`src/rtl/ram_2rw_arbiter.sv`:
```
// Round-robin arbiter that shares one 2RW RAM (ports a and b) between REQ_NB requesters.
// Up to two grants per cycle. A same-address pair that includes a write is split across cycles.
module ram_2rw_arbiter #(
   parameter  int WIDTH  = 32,
   parameter  int DEPTH  = 512,
   parameter  int REQ_NB = 4,
   localparam int AW     = $clog2(DEPTH),
   localparam int IW     = $clog2(REQ_NB)
) (
   input  logic                    i_clk,
   input  logic                    i_s_rst,
   input  logic [REQ_NB-1:0]       i_req_vld,
   output logic [REQ_NB-1:0]       o_req_rdy,
   input  logic [REQ_NB-1:0]       i_req_wen,
   input  logic [REQ_NB*AW-1:0]    i_req_add,
   input  logic [REQ_NB*WIDTH-1:0] i_req_wr_data,
   output logic [REQ_NB-1:0]       o_rsp_vld,
   output logic [REQ_NB*WIDTH-1:0] o_rsp_rd_data,
   output logic                    o_a_en,
   output logic                    o_a_wen,
   output logic [AW-1:0]           o_a_add,
   output logic [WIDTH-1:0]        o_a_wr_data,
   input  logic [WIDTH-1:0]        i_a_rd_data,
   output logic                    o_b_en,
   output logic                    o_b_wen,
   output logic [AW-1:0]           o_b_add,
   output logic [WIDTH-1:0]        o_b_wr_data,
   input  logic [WIDTH-1:0]        i_b_rd_data
);

   logic [AW-1:0]    w_add   [REQ_NB];
   logic [WIDTH-1:0] w_wdata [REQ_NB];

   logic [IW-1:0]    r_rr_ptr;
   logic             r_a_rsp_vld;
   logic [IW-1:0]    r_a_rsp_id;
   logic             r_b_rsp_vld;
   logic [IW-1:0]    r_b_rsp_id;

   logic             w_g0_vld;
   logic [IW-1:0]    w_g0_id;
   logic             w_g1_vld;
   logic [IW-1:0]    w_g1_id;
   logic [IW-1:0]    w_idx;
   logic             w_hazard;
   logic             w_gnt0;
   logic             w_gnt1;

   // Modulo REQ_NB for values below 2*REQ_NB, without a divider.
   function automatic logic [IW-1:0] f_wrap(input int val);
      int v;
      v = val;
      if (v >= REQ_NB) v = v - REQ_NB;
      return IW'(v);
   endfunction

   for (genvar i = 0; i < REQ_NB; i++) begin : g_unpack
      assign w_add[i]   = i_req_add[i*AW +: AW];
      assign w_wdata[i] = i_req_wr_data[i*WIDTH +: WIDTH];
   end

   // The first two valid requesters at or after the pointer, in wrap order, become G0 and G1.
   always_comb begin
      w_g0_vld = 1'b0;
      w_g0_id  = '0;
      w_g1_vld = 1'b0;
      w_g1_id  = '0;
      w_idx    = '0;
      for (int k = 0; k < REQ_NB; k++) begin
         w_idx = f_wrap(int'(r_rr_ptr) + k);
         if (i_req_vld[w_idx]) begin
            if (!w_g0_vld) begin
               w_g0_vld = 1'b1;
               w_g0_id  = w_idx;
            end else if (!w_g1_vld) begin
               w_g1_vld = 1'b1;
               w_g1_id  = w_idx;
            end
         end
      end
   end

   // G1 waits when it shares an address with G0 and either side writes. No other requester takes its place.
   assign w_hazard = (w_add[w_g0_id] == w_add[w_g1_id]) &&
                     (i_req_wen[w_g0_id] || i_req_wen[w_g1_id]);
   assign w_gnt0   = w_g0_vld && !i_s_rst;
   assign w_gnt1   = w_g1_vld && !w_hazard && !i_s_rst;

   always_comb begin
      o_req_rdy = '0;
      if (w_gnt0) o_req_rdy[w_g0_id] = 1'b1;
      if (w_gnt1) o_req_rdy[w_g1_id] = 1'b1;

      o_a_en      = w_gnt0;
      o_a_wen     = w_gnt0 && i_req_wen[w_g0_id];
      o_a_add     = w_gnt0 ? w_add[w_g0_id]   : '0;
      o_a_wr_data = w_gnt0 ? w_wdata[w_g0_id] : '0;

      o_b_en      = w_gnt1;
      o_b_wen     = w_gnt1 && i_req_wen[w_g1_id];
      o_b_add     = w_gnt1 ? w_add[w_g1_id]   : '0;
      o_b_wr_data = w_gnt1 ? w_wdata[w_g1_id] : '0;
   end

   // NOTE: sequential state uses non-blocking assignments so every register samples pre-edge values.
   always_ff @(posedge i_clk) begin
      if (i_s_rst) begin
         r_rr_ptr    <= '0;
         r_a_rsp_vld <= 1'b0;
         r_a_rsp_id  <= '0;
         r_b_rsp_vld <= 1'b0;
         r_b_rsp_id  <= '0;
      end else begin
         if (w_gnt1)      r_rr_ptr <= f_wrap(int'(w_g1_id) + 1);
         else if (w_gnt0) r_rr_ptr <= f_wrap(int'(w_g0_id) + 1);
         r_a_rsp_vld <= w_gnt0 && !i_req_wen[w_g0_id];
         r_a_rsp_id  <= w_g0_id;
         r_b_rsp_vld <= w_gnt1 && !i_req_wen[w_g1_id];
         r_b_rsp_id  <= w_g1_id;
      end
   end

   // Responses are masked during reset, so a read granted just before reset delivers nothing.
   always_comb begin
      o_rsp_vld     = '0;
      o_rsp_rd_data = '0;
      if (!i_s_rst) begin
         if (r_a_rsp_vld) begin
            o_rsp_vld[r_a_rsp_id]                   = 1'b1;
            o_rsp_rd_data[r_a_rsp_id*WIDTH +: WIDTH] = i_a_rd_data;
         end
         if (r_b_rsp_vld) begin
            o_rsp_vld[r_b_rsp_id]                   = 1'b1;
            o_rsp_rd_data[r_b_rsp_id*WIDTH +: WIDTH] = i_b_rd_data;
         end
      end
   end

endmodule
```
`config.mk`:
```
export PLATFORM = sky130hd
export DESIGN_NAME = ram_2rw_arbiter
export DESIGN_NICKNAME = d
export VERILOG_FILES = /design/src/rtl/ram_2rw_arbiter.sv
export SDC_FILE = /design/constraint.sdc
export NUM_CORES = 1
export LEC_CHECK = 0
export CAP_MARGIN = 15
export CORE_AREA = 2 2 176 178
export DETAILED_ROUTE_END_ITERATION = 7
export DIE_AREA = 0 0 178 180
export GPL_TIMING_DRIVEN = 0
export PLACE_DENSITY = 0.55
export SYNTH_ARGS = -nofsm -noshare
export SYNTH_HDL_FRONTEND = slang
export SYNTH_SLANG_ARGS = --single-unit
```
`constraint.sdc`:
```
create_clock -name i_clk -period 9.8 [get_ports i_clk]
set_input_delay 1.96 -clock i_clk [delete_from_list [all_inputs] [get_ports i_clk]]
set_output_delay 1.96 -clock i_clk [all_outputs]
set_load 0.1 [all_outputs]
```
==> results.md, run 1 <==
- Arrival time worst endpoint: approximately 7.6 ns
- Clk Latency, worst-skew pair: about 0.23 ns
- Setup Skew: between 0.00015 and 0.0002 ns
- Commonest cells post-synth: nor2_1 (151), a22oi_1 (131), and2_1 (82), mux4_2 (71), clkbuf_1 (60)
- CP Capture Type: primary output
- Post-synth EDFFs: 0
- Worst EP required: a little under 8 ns
- Max-Cap Viols: 0
- Reg clk slew, reported paths: 0.03 ns
- Synth-to-Final Area Change: 88.9%
- PwrDens: 270 nW/um2
- Dpl ws: about 0.024 ns
- Total wire length: around 36000 um
- Synth cell types: 78
- Starting Density: approximately a fifth
- I/O pin count: between 400 and 500
- Dpl hpwl: approximately 30000 um
- Worst hold slack: 1.17 ns
- Worst Path Max Fanout: 10
- Synth area leaders: mux4_2 (27%), a22oi_1 (17%), nor2_1 (9.6%), and2_1 (8.7%), clkbuf_1 (3.8%)
- Max IR drop VDD: 0.000235 V
- Die Area: between 30000 and 40000 um2
- Nets@finish: around 1500
- Top cell type's share of synthesized area: between 20 and 30%
- Synth Instances: between 700 and 800
- Row count: 64
- Vias in the first global route: 8414
- CTS H-tree lvls: 1
- First-pass GRT wire length: between 50000 and 60000 um
- Root buf cell: clkbuf_16
- Share of cells above drive strength 1: under 10%
- Tightest Pin Transition: between 1 and 1.5 ns
- Post-synth ARST share: 0%
- Post-synth top area cell: mux4_2
- Final antenna-violating net count: 0
- CTS sink count: 8
- Worst relative slew slack: around a quarter
- Setup Fix Bufs, Post-CTS: 0
- Final Non-Filler Cells: 1617
- Post-layout power: between 0.003 and 0.004 W
- Drt first pass iters: 6
- Status: finished, final reports clean
- Largest net degree at the start of global routing: 11
- Synthesized area: about 5900 um2
- Count of input and output buffers: 458
- Die Width: about 180 um
- DR vias: 8326
- Clk buf depth: 2
- Final Hold Vio Count: 0
- Final Cycle Share: 97.4%
- Final worst setup slack: around 0.26 ns
- # diodes: 0
- CTS tree: yes
- Final GP Congestion: slightly above 0.9
- Setup TNS: 0 ns
- 1st-iter DRT viols: between 500 and 600
- Grt total ovfl: 0
- Initial antenna violation count: 1
- Sequential fraction of the synthesis area: approximately 2.7%
- Crit Path Class: in -> out
- Synthesized area per cell: approximately 7.8 um2
- Fmax: ~100 MHz
- Placed Instances: roughly 1600
- Endpoints failing setup: 0
- Hold Path Class: reg -> reg
- Vias per Instance: 5.15
- Total track usage: 21.0%
- Warnings, synthesis: 0
- Core Area: around 30000 um2
- Drt wl/cell: about 22 um
- RSZ-0062 raised after global routing: false
- Leakage power: around 4.3 nW
- Final Max Tran Viols: 0
- Setup crit start kind: input port
- Top_reg_cell synth: dfxtp_1
- Num CTS Buffers: 3
- Post-Syn Nets: approximately 1000
- Post-route DRC: 0
- Seq cells post-synth: 8
- Die Y: between 150 and 200 um
- Top-count cell post-synth: nor2_1
- Crit path time final: 9.54 ns
==> sequential cells by signal, indices dropped and copies added, names as in the netlist <==
signal,cells
r_rr_ptr,2
r_b_rsp_id,2
r_b_rsp_vld,1
r_a_rsp_id,2
r_a_rsp_vld,1
==> stage by stage <==
| step | instance area (um2) | utilization, % |
|---|---|---|
| final | 11200 | 37.0 |
| after global routing | 11200 | 37.0 |
| after CTS | 11100 | 36.7 |
| after detailed placement | 11000 | 36.5 |
| after global placement | 11000 | 36.4 |
| after floorplan | 5920 | - |
==> placed cells by master, fill, tap and decap left out, types with 4 or more instances in the layout <==
master	synthesis	routed
buf_4	4	4
inv_1	10	10
dfxtp_1	8	8
nand2_1	34	34
nor3_1	5	5
mux4_2	71	71
clkbuf_1	60	60
buf_2	15	15
xnor2_1	4	4
and3_1	7	7
a31oi_1	5	5
nor2b_1	5	5
o21ai_0	5	5
ha_1	15	15
nor2_1	151	151
mux2i_1	15	15
a22oi_1	131	131
mux2_2	4	4
nand4_1	6	6
dlymetal6s2s_1	0	41
nand2b_1	7	7
and2_1	82	82
buf_6	5	5
clkdlybuf4s50_1	0	417
a211oi_1	14	14
buf_1	4	5
a21oi_1	10	10
==> where the power goes <==
group           total, W  internal [W]  switching [W]
Sequential     0.0000633     0.0000453      0.0000180
Combinational    0.00289      0.000932        0.00196
Clock          0.0000681     0.0000525      0.0000156
Total            0.00302       0.00103        0.00199
==> worst max-delay path, cell delays in order <==
cell             delay [ns]
clkdlybuf4s50_1        0.61
buf_4                  0.23
buf_2                  0.24
a211oi_1               0.10
a21oi_1                0.20
ha_1                   0.28
mux2_1                 0.33
o311ai_4               0.54
mux4_2                 0.61
a21boi_0               0.14
or3b_1                 0.42
nor4b_4                0.29
a21o_1                 0.17
buf_6                  0.15
inv_4                  0.06
buf_6                  0.13
and2_1                 0.14
clkdlybuf4s50_1        0.96
==> timing repair <==
action,in CTS,in global routing
hold buffers,0,0
setup endpoints to repair,0,41
resized for setup,0,41
==> cell type report <==
class | count | area (um2)
Tap cell | 396 | 495
Buffer | 88 | 402
Multi-Input combinational cell | 650 | 5310
Timing Repair Buffer | 459 | 4690
Fill cell | 3184 | 19000
Sequential cell | 8 | 160
Clock buffer | 3 | 75.1
Inverter | 13 | 51.3
==> kinds of logic after synthesis <==
family / share of synthesized area, %
and+or+nand+nor: 27.1
muxes: 30.7
adders and majority gates: 3.34
AOI/OAI and AO/OA: 27.6
buffers and inverters: 7.65
xor gates and xnor gates: 0.887
DFF: 2.70
==> metal layers <==
metal	up-vias	routed length [um]	GRT usage, %
met5	-	12	0
met4	2	1220	7.02
met3	57	2880	4.17
met2	432	18100	39.6
met1	3999	13300	23.2
li1	3836	-	-
==> path summary, 6_finish.rpt <==
check	start	endpoint	slack, ns	cells after the start
min	r_rr_ptr[1]$_SDFFE_PP0P_	r_rr_ptr[1]$_SDFFE_PP0P_	1.17	6
max	i_req_vld[0]	o_b_wr_data[3]	0.26	18
min reg2reg	r_rr_ptr[1]$_SDFFE_PP0P_	r_rr_ptr[1]$_SDFFE_PP0P_	1.17	6
max reg2reg	r_rr_ptr[0]$_SDFFE_PP0P_	r_rr_ptr[0]$_SDFFE_PP0P_	5.10	13
(Power assumes the default switching activity.)
==> run 2: changes to the inputs <==
--- a/config.mk
+++ b/config.mk
@@ -10,6 +10,7 @@
 export DETAILED_ROUTE_END_ITERATION = 7
 export DIE_AREA = 0 0 178 180
 export GPL_TIMING_DRIVEN = 0
+export MAX_ROUTING_LAYER = met4
 export PLACE_DENSITY = 0.55
 export SYNTH_ARGS = -nofsm -noshare
 export SYNTH_HDL_FRONTEND = slang
==> results.md, run 2 (synthesized netlist as in run 1, its figures left out) <==
- Commonest non-fill, non-tap cell in the layout: clkdlybuf4s50_1
- Die Y: 180 um (unchanged)
- Crit Path Class: in -> out
- Num CTS Buffers: 3 (unchanged)
- Dpl hpwl: 29800 um (+0.84%)
- Hold Buf Count CTS: 0 (unchanged)
- Endpoints failing setup: 0 (unchanged)
- Nets@finish: 1476 (unchanged)
- Switch share: 65.9% (about the same)
- 1st-iter DRT viols: 640 (+18%)
- # diodes: 0 (unchanged)
- Worst hold slack: 1.19 ns (+0.0199 ns)
- Psw: 0.00199 W (about the same)
- Largest net degree at the start of global routing: 11 (unchanged)
- Drt wl/cell: 22.2 um (+1.2%)
- CTS tree: yes
- Synth-to-Final Area Change: 89.1%
- I/O pin count: 460 (unchanged)
- Hold path depth: 6 (unchanged)
- Final Max Tran Viols: 0 (unchanged)
- Status: finished, final reports clean
- Fmax: 106 MHz (+0.85%)
- R2R depth: 13 (unchanged)
- Final Cycle Share: 96.5% (-0.83 points)
- Initial antenna violation count: 0 (-1)
- Crit path time final: 9.46 ns (-0.0809 ns)
- CP Capture Type: primary output
- Starting Density: 19.6% (unchanged)
- Total wire length: 36000 um (+1.2%)
- Clk buf depth: 2 (unchanged)
- Most frequent cells in the layout: clkdlybuf4s50_1 (413), nor2_1 (151), a22oi_1 (131)
- Dpl ws: 0.107 ns (+0.0826 ns)
- Clk Latency, worst-skew pair: 0.23 ns (about the same)
- Die Width: 178 um (unchanged)
- Final Hold Vio Count: 0 (unchanged)
- Arrival time worst endpoint: 7.50 ns (-0.08 ns)
- Final worst setup slack: 0.339 ns (+0.0809 ns)
- Met2 Use GR: 39.4% (-0.20 points)
- Grt total ovfl: 0 (unchanged)
- Met1 Use GR: 24.6% (+1.4 points)
- Core Area: 30200 um2 (unchanged)
- Hold Path Class: reg -> reg
- PwrDens: 270 nW/um2 (-0.13%)
- Setup TNS: 0 ns (unchanged)
- CTS H-tree lvls: 1 (unchanged)
- Post-layout power: 0.00302 W (about the same)
- Setup Skew: 0.000976 ns (+0.000801 ns)
- Cts repair resizes: 0 (unchanged)
- Drt first pass iters: 5 (-1)
- Vias per Instance: 5.20 (+0.97%)
- Sequential fraction of design power: 2.1% (about the same)
- Worst Path Max Fanout: 10 (unchanged)
- Post-route DRC: 0 (unchanged)
- Setup Fix Bufs, Post-CTS: 0 (unchanged)
- Hold EP: r_rr_ptr[1]$_SDFFE_PP0P_
- Worst reg2reg path startpoint: r_rr_ptr[0]$_SDFFE_PP0P_
- First-pass GRT wire length: 53000 um (+1.9%)
- Final antenna-violating net count: 0 (unchanged)
- Setup crit start kind: input port
- Max IR drop VDD: 0.000220 V (-6.3%)
- Tightest Pin Transition: 1.10 ns (+0.0168 ns)
- DR vias: 8407 (+0.97%)
- Fillers: 3119 (-2.0%)
- Reg2Reg Setup Slack: 5.04 ns (-0.06 ns)
- Max-Cap Viols: 0 (unchanged)
- Die Area: 32000 um2 (unchanged)
- Final GP Congestion: 0.937 (+3.0%)
- Leakage power: 4.37 nW (+1.5%)
- Top Registers: r_a_rsp_id (2), r_b_rsp_id (2), r_rr_ptr (2)
- Total track usage: 21.9% (+0.90 points)
- RSZ-0062 raised after global routing: false
- Hold wc startpoint: r_rr_ptr[1]$_SDFFE_PP0P_
- Share of cells above drive strength 1: 9.42% (+0.082 points)
- P_int: 0.00103 W (about the same)
- Root buf cell: clkbuf_16
- Gr busiest metal: met2
- Capture point of the worst reg-to-reg path: r_rr_ptr[0]$_SDFFE_PP0P_
- Count of input and output buffers: 458 (unchanged)
- Worst EP required: 7.84 ns (about the same)
- Row count: 64 (unchanged)
- Worst relative slew slack: 26.3% (-0.22 points)
- Reg clk slew, reported paths: 0.04 ns (about the same)
- CTS sink count: 8 (unchanged)
- Combinational Power Share: 95.7% (about the same)
- Clock power share: 2.2% (about the same)
- Met3 track utilization from global routing: 2.92% (-1.2 points)
- Final Core Density: 37.1% (+0.037 points)
- Vias in the first global route: 8675 (+3.1%)
==> run 2: how the worst max path moves through the flow <==
stage	from	to	slack (ns)	depth (start not counted)
floorplan	i_req_vld[2]	o_req_rdy[1]	0.71	15
global placement	i_req_vld[0]	o_a_wr_data[29]	0.04	14
detailed placement	i_req_vld[0]	o_a_wr_data[29]	0.11	14
CTS	i_req_vld[0]	o_a_wr_data[29]	0.11	14
global route	i_req_vld[0]	o_req_rdy[1]	0.10	17
finish	i_req_vld[0]	o_b_en	0.34	17
==> run 2: metal layers <==
layer | share of wire, % | vias up
met5 | 0 | -
met1 | 38 | 4062
met3 | 7.2 | 58
li1 | - | 3842
met2 | 51 | 445
met4 | 3.7 | 0
==> run 2: area by class of cell <==
type | count | area (um2) | area share [%]
inverters | 13 | 51.3 | 0.458
clock buffers | 3 | 75.1 | 0.671
plain buffers | 88 | 402 | 3.59
repair buffers | 459 | 4700 | 42.0
well taps | 396 | 495 | 4.43
flip-flops and latches | 8 | 160 | 1.43
multi-input cells | 650 | 5310 | 47.4
==> run 2: power by group through the flow <==
| stage | sequential (W) | clock, W | combinational [W] |
|---|---|---|---|
| global placement | 0.0000634 | 0 | 0.00291 |
| floorplan | 0.0000566 | 0 | 0.00217 |
| finish | 0.0000627 | 0.0000667 | 0.00289 |
| detailed placement | 0.0000632 | 0 | 0.00292 |
| CTS | 0.0000630 | 0.0000684 | 0.00292 |
| global route | 0.0000650 | 0.0000694 | 0.00302 |
==> run 2: worst max-delay path, cell delays in order <==
cell and delay [ns]:
clkdlybuf4s50_1 0.61, buf_4 0.23, buf_2 0.24, a211oi_1 0.11, a21oi_1 0.21, ha_1 0.28, mux2_1 0.34, o311ai_4 0.54
mux4_2 0.60, a21boi_0 0.14, or3b_1 0.42, nor4b_4 0.29, a21o_1 0.17, buf_6 0.16, inv_4 0.06, buf_6 0.14
clkdlybuf4s50_1 0.96
==> run 2: through the flow <==
step,cell area (um2),instances
after floorplan,5920,759
after global placement,11000,1613
after detailed placement,11000,1614
after CTS,11100,1617
after global routing,11200,1617
final,11200,1617
==> run 3: changes to the inputs <==
--- a/config.mk
+++ b/config.mk
@@ -6,12 +6,13 @@
 export NUM_CORES = 1
 export LEC_CHECK = 0
 export CAP_MARGIN = 15
-export CORE_AREA = 2 2 176 178
+export CORE_AREA = 2 2 177 179
 export DETAILED_ROUTE_END_ITERATION = 7
-export DIE_AREA = 0 0 178 180
+export DIE_AREA = 0 0 179 181
+export DONT_BUFFER_PORTS = 1
 export GPL_TIMING_DRIVEN = 0
 export MAX_ROUTING_LAYER = met4
-export PLACE_DENSITY = 0.55
+export PLACE_DENSITY = 0.35
 export SYNTH_ARGS = -nofsm -noshare
 export SYNTH_HDL_FRONTEND = slang
 export SYNTH_SLANG_ARGS = --single-unit
==> results.md, run 3 (synthesized netlist as in run 1, its figures left out) <==
- Final worst setup slack: 0.996 ns (+0.657 ns)
- Die Y: 181 um (+0.56%)
- Reg clk slew, reported paths: 0.03 ns (about the same)
- Starting Density: 19.5% (-0.10 points)
- Final Max Tran Viols: 0 (unchanged)
- Setup Skew: 0.00125 ns (+0.000277 ns)
- Critical Path Max Stage Delay: 0.78 ns (-0.18 ns)
- Sequential fraction of design power: 2.3% (+0.2 points)
- Met3 WL: 3090 um (+20%)
- Vias per Instance: 5.74 (+10%)
- DR vias: 6682 (-21%)
- Count of input and output buffers: 0 (-100%)
- Max-Cap Viols: 0 (unchanged)
- Total wire length: 32500 um (-9.7%)
- Synth-to-Final Area Change: 17.9%
- Largest net degree at the start of global routing: 11 (unchanged)
- Setup Fix Bufs, Post-CTS: 0 (unchanged)
- Cts repair resizes: 0 (unchanged)
- RSZ-0062 raised after global routing: false
- Row count: 64 (unchanged)
- Leakage power: 2.01 nW (-54%)
- CTS tree: yes
- Tightest Pin Transition: 1.29 ns (+0.185 ns)
- Hold Path Class: reg -> reg
- Status: finished, final reports clean
- Combinational Power Share: 95.2% (-0.5 points)
- Worst hold slack: 1.20 ns (+0.00713 ns)
- Worst Path Max Fanout: 10 (unchanged)
- Die Area: 32400 um2 (+1.1%)
- CP Buf/Inv Count: 5 (-2)
- P_int: 0.000734 W (-29%)
- 1st-iter DRT viols: 356 (-44%)
- Core Area: 30300 um2 (+0.53%)
- Share of cells above drive strength 1: 33.7% (+24 points)
- Max Used Layer: met4
- CTS H-tree lvls: 1 (unchanged)
- Final Cycle Share: 89.8% (-6.7 points)
- Vias in the first global route: 6880 (-21%)
- Endpoints failing setup: 0 (unchanged)
- Psw: 0.00196 W (-1.5%)
- Final antenna-violating net count: 0 (unchanged)
- CP Capture Type: primary output
- Final Non-Filler Cells: 1165 (-28%)
- DR WL met2: 17800 um (-2.6%)
- Drt first pass iters: 5 (unchanged)
- Num CTS Buffers: 3 (unchanged)
- Drt wl/cell: 27.9 um (+25%)
- Die Width: 179 um (+0.56%)
- Commonest non-fill, non-tap cell in the layout: nor2_2
- Crit Path Class: in -> out
- Root buf cell: clkbuf_16
- Most frequent cell on the critical path: clkbuf_1
- WL met1: 11300 um (-18%)
- Max IR drop VDD: 0.000306 V (+39%)
- Worst EP required: 7.84 ns (about the same)
- Setup crit start kind: input port
- Top Registers: r_a_rsp_id (2), r_b_rsp_id (2), r_rr_ptr (2)
- Final Core Density: 23.0% (-14 points)
- First-pass GRT wire length: 46000 um (-13%)
- Fmax: 114 MHz (+7.5%)
- Total track usage: 19.2% (-2.7 points)
- Final Hold Vio Count: 0 (unchanged)
- Final GP Congestion: 0.822 (-12%)
- Switch share: 72.8% (+6.9 points)
- Dpl ws: 0.924 ns (+0.817 ns)
- Clk Latency, worst-skew pair: 0.23 ns (about the same)
- I/O pin count: 460 (unchanged)
- Post-route DRC: 0 (unchanged)
- Hold Buf Count CTS: 0 (unchanged)
- # diodes: 0 (unchanged)
- Arrival time worst endpoint: 6.84 ns (-0.66 ns)
- Worst relative slew slack: 14.0% (-12 points)
- Crit-path cells: buf_2 > inv_1 > nor2_1 > a211oi_1 > a21oi_1 > ha_1 > mux2_1 > o311ai_4 > clkbuf_1 > clkbuf_1 > clkbuf_1 > mux4_2 > and2_1
- Grt total ovfl: 0 (unchanged)
- PwrDens: 386 nW/um2 (+43%)
- Crit path time final: 8.80 ns (-0.657 ns)
- CTS sink count: 8 (unchanged)
- Placed Instances: 1162 (-28%)
- Most frequent cells in the layout: nor2_2 (134), a22oi_1 (131), and2_1 (82)
- Dpl hpwl: 27100 um (-8.9%)
- Initial antenna violation count: 0 (unchanged)
- Nets@finish: 1024 (-31%)
- Clock power share: 2.5% (+0.3 points)
- Top delay family on crit path: buffers and inverters
- Clk buf depth: 2 (unchanged)
- Critical Path Slowest Stage Cell: and2_1
[run 3: final timing paths]
check                                start                        to  slack [ns]  cells after the start
hold reg to reg   r_rr_ptr[1]$_SDFFE_PP0P_  r_rr_ptr[1]$_SDFFE_PP0P_        1.20                      6
hold / removal    r_rr_ptr[1]$_SDFFE_PP0P_  r_rr_ptr[1]$_SDFFE_PP0P_        1.20                      6
setup reg to reg  r_rr_ptr[0]$_SDFFE_PP0P_  r_rr_ptr[0]$_SDFFE_PP0P_        5.04                     13
setup / recovery              i_req_vld[2]           o_a_wr_data[29]         1.0                     13
[run 3: tightest hold or removal path, delay by kind of cell (launching register included)]
family          cells  cell delay (ns)
compound gates      2             0.18
buf+inv             3             0.56
simple gates        1             0.11
flops               1             0.29
[run 3: power groups by stage]
| stage | sequential, W | clock [W] | combinational (W) |
|---|---|---|---|
| after floorplan | 0.0000566 | 0 | 0.00217 |
| after global placement | 0.0000637 | 0 | 0.00255 |
| after detailed placement | 0.0000638 | 0 | 0.00259 |
| after CTS | 0.0000632 | 0.0000680 | 0.00259 |
| after global routing | 0.0000660 | 0.0000698 | 0.00269 |
| final | 0.0000632 | 0.0000669 | 0.00257 |
[run 3: cell type report]
class                           count  area, um2
Tap cell                          396        495
Timing Repair Buffer                7        101
Clock buffer                        3       75.1
Multi-Input combinational cell    650       5700
Sequential cell                     8        160
Inverter                           13       51.3
Buffer                             88        402
Fill cell                        3397      23400
[run 3: per-stage QoR]
stage	TNS [ns]	area, um2	power, W
final	0	6980	0.00270
after global routing	0	6980	0.00283
after CTS	0	6980	0.00272
after detailed placement	0	6910	0.00265
after global placement	-0.832	6420	0.00261
after floorplan	0	5920	0.00223
[run 3: routing by layer]
layer	vias to the layer above	GRT usage, %
met5	-	-
met4	0	2.70
met3	13	4.19
met2	387	37.1
met1	3349	20.0
li1	2933	-
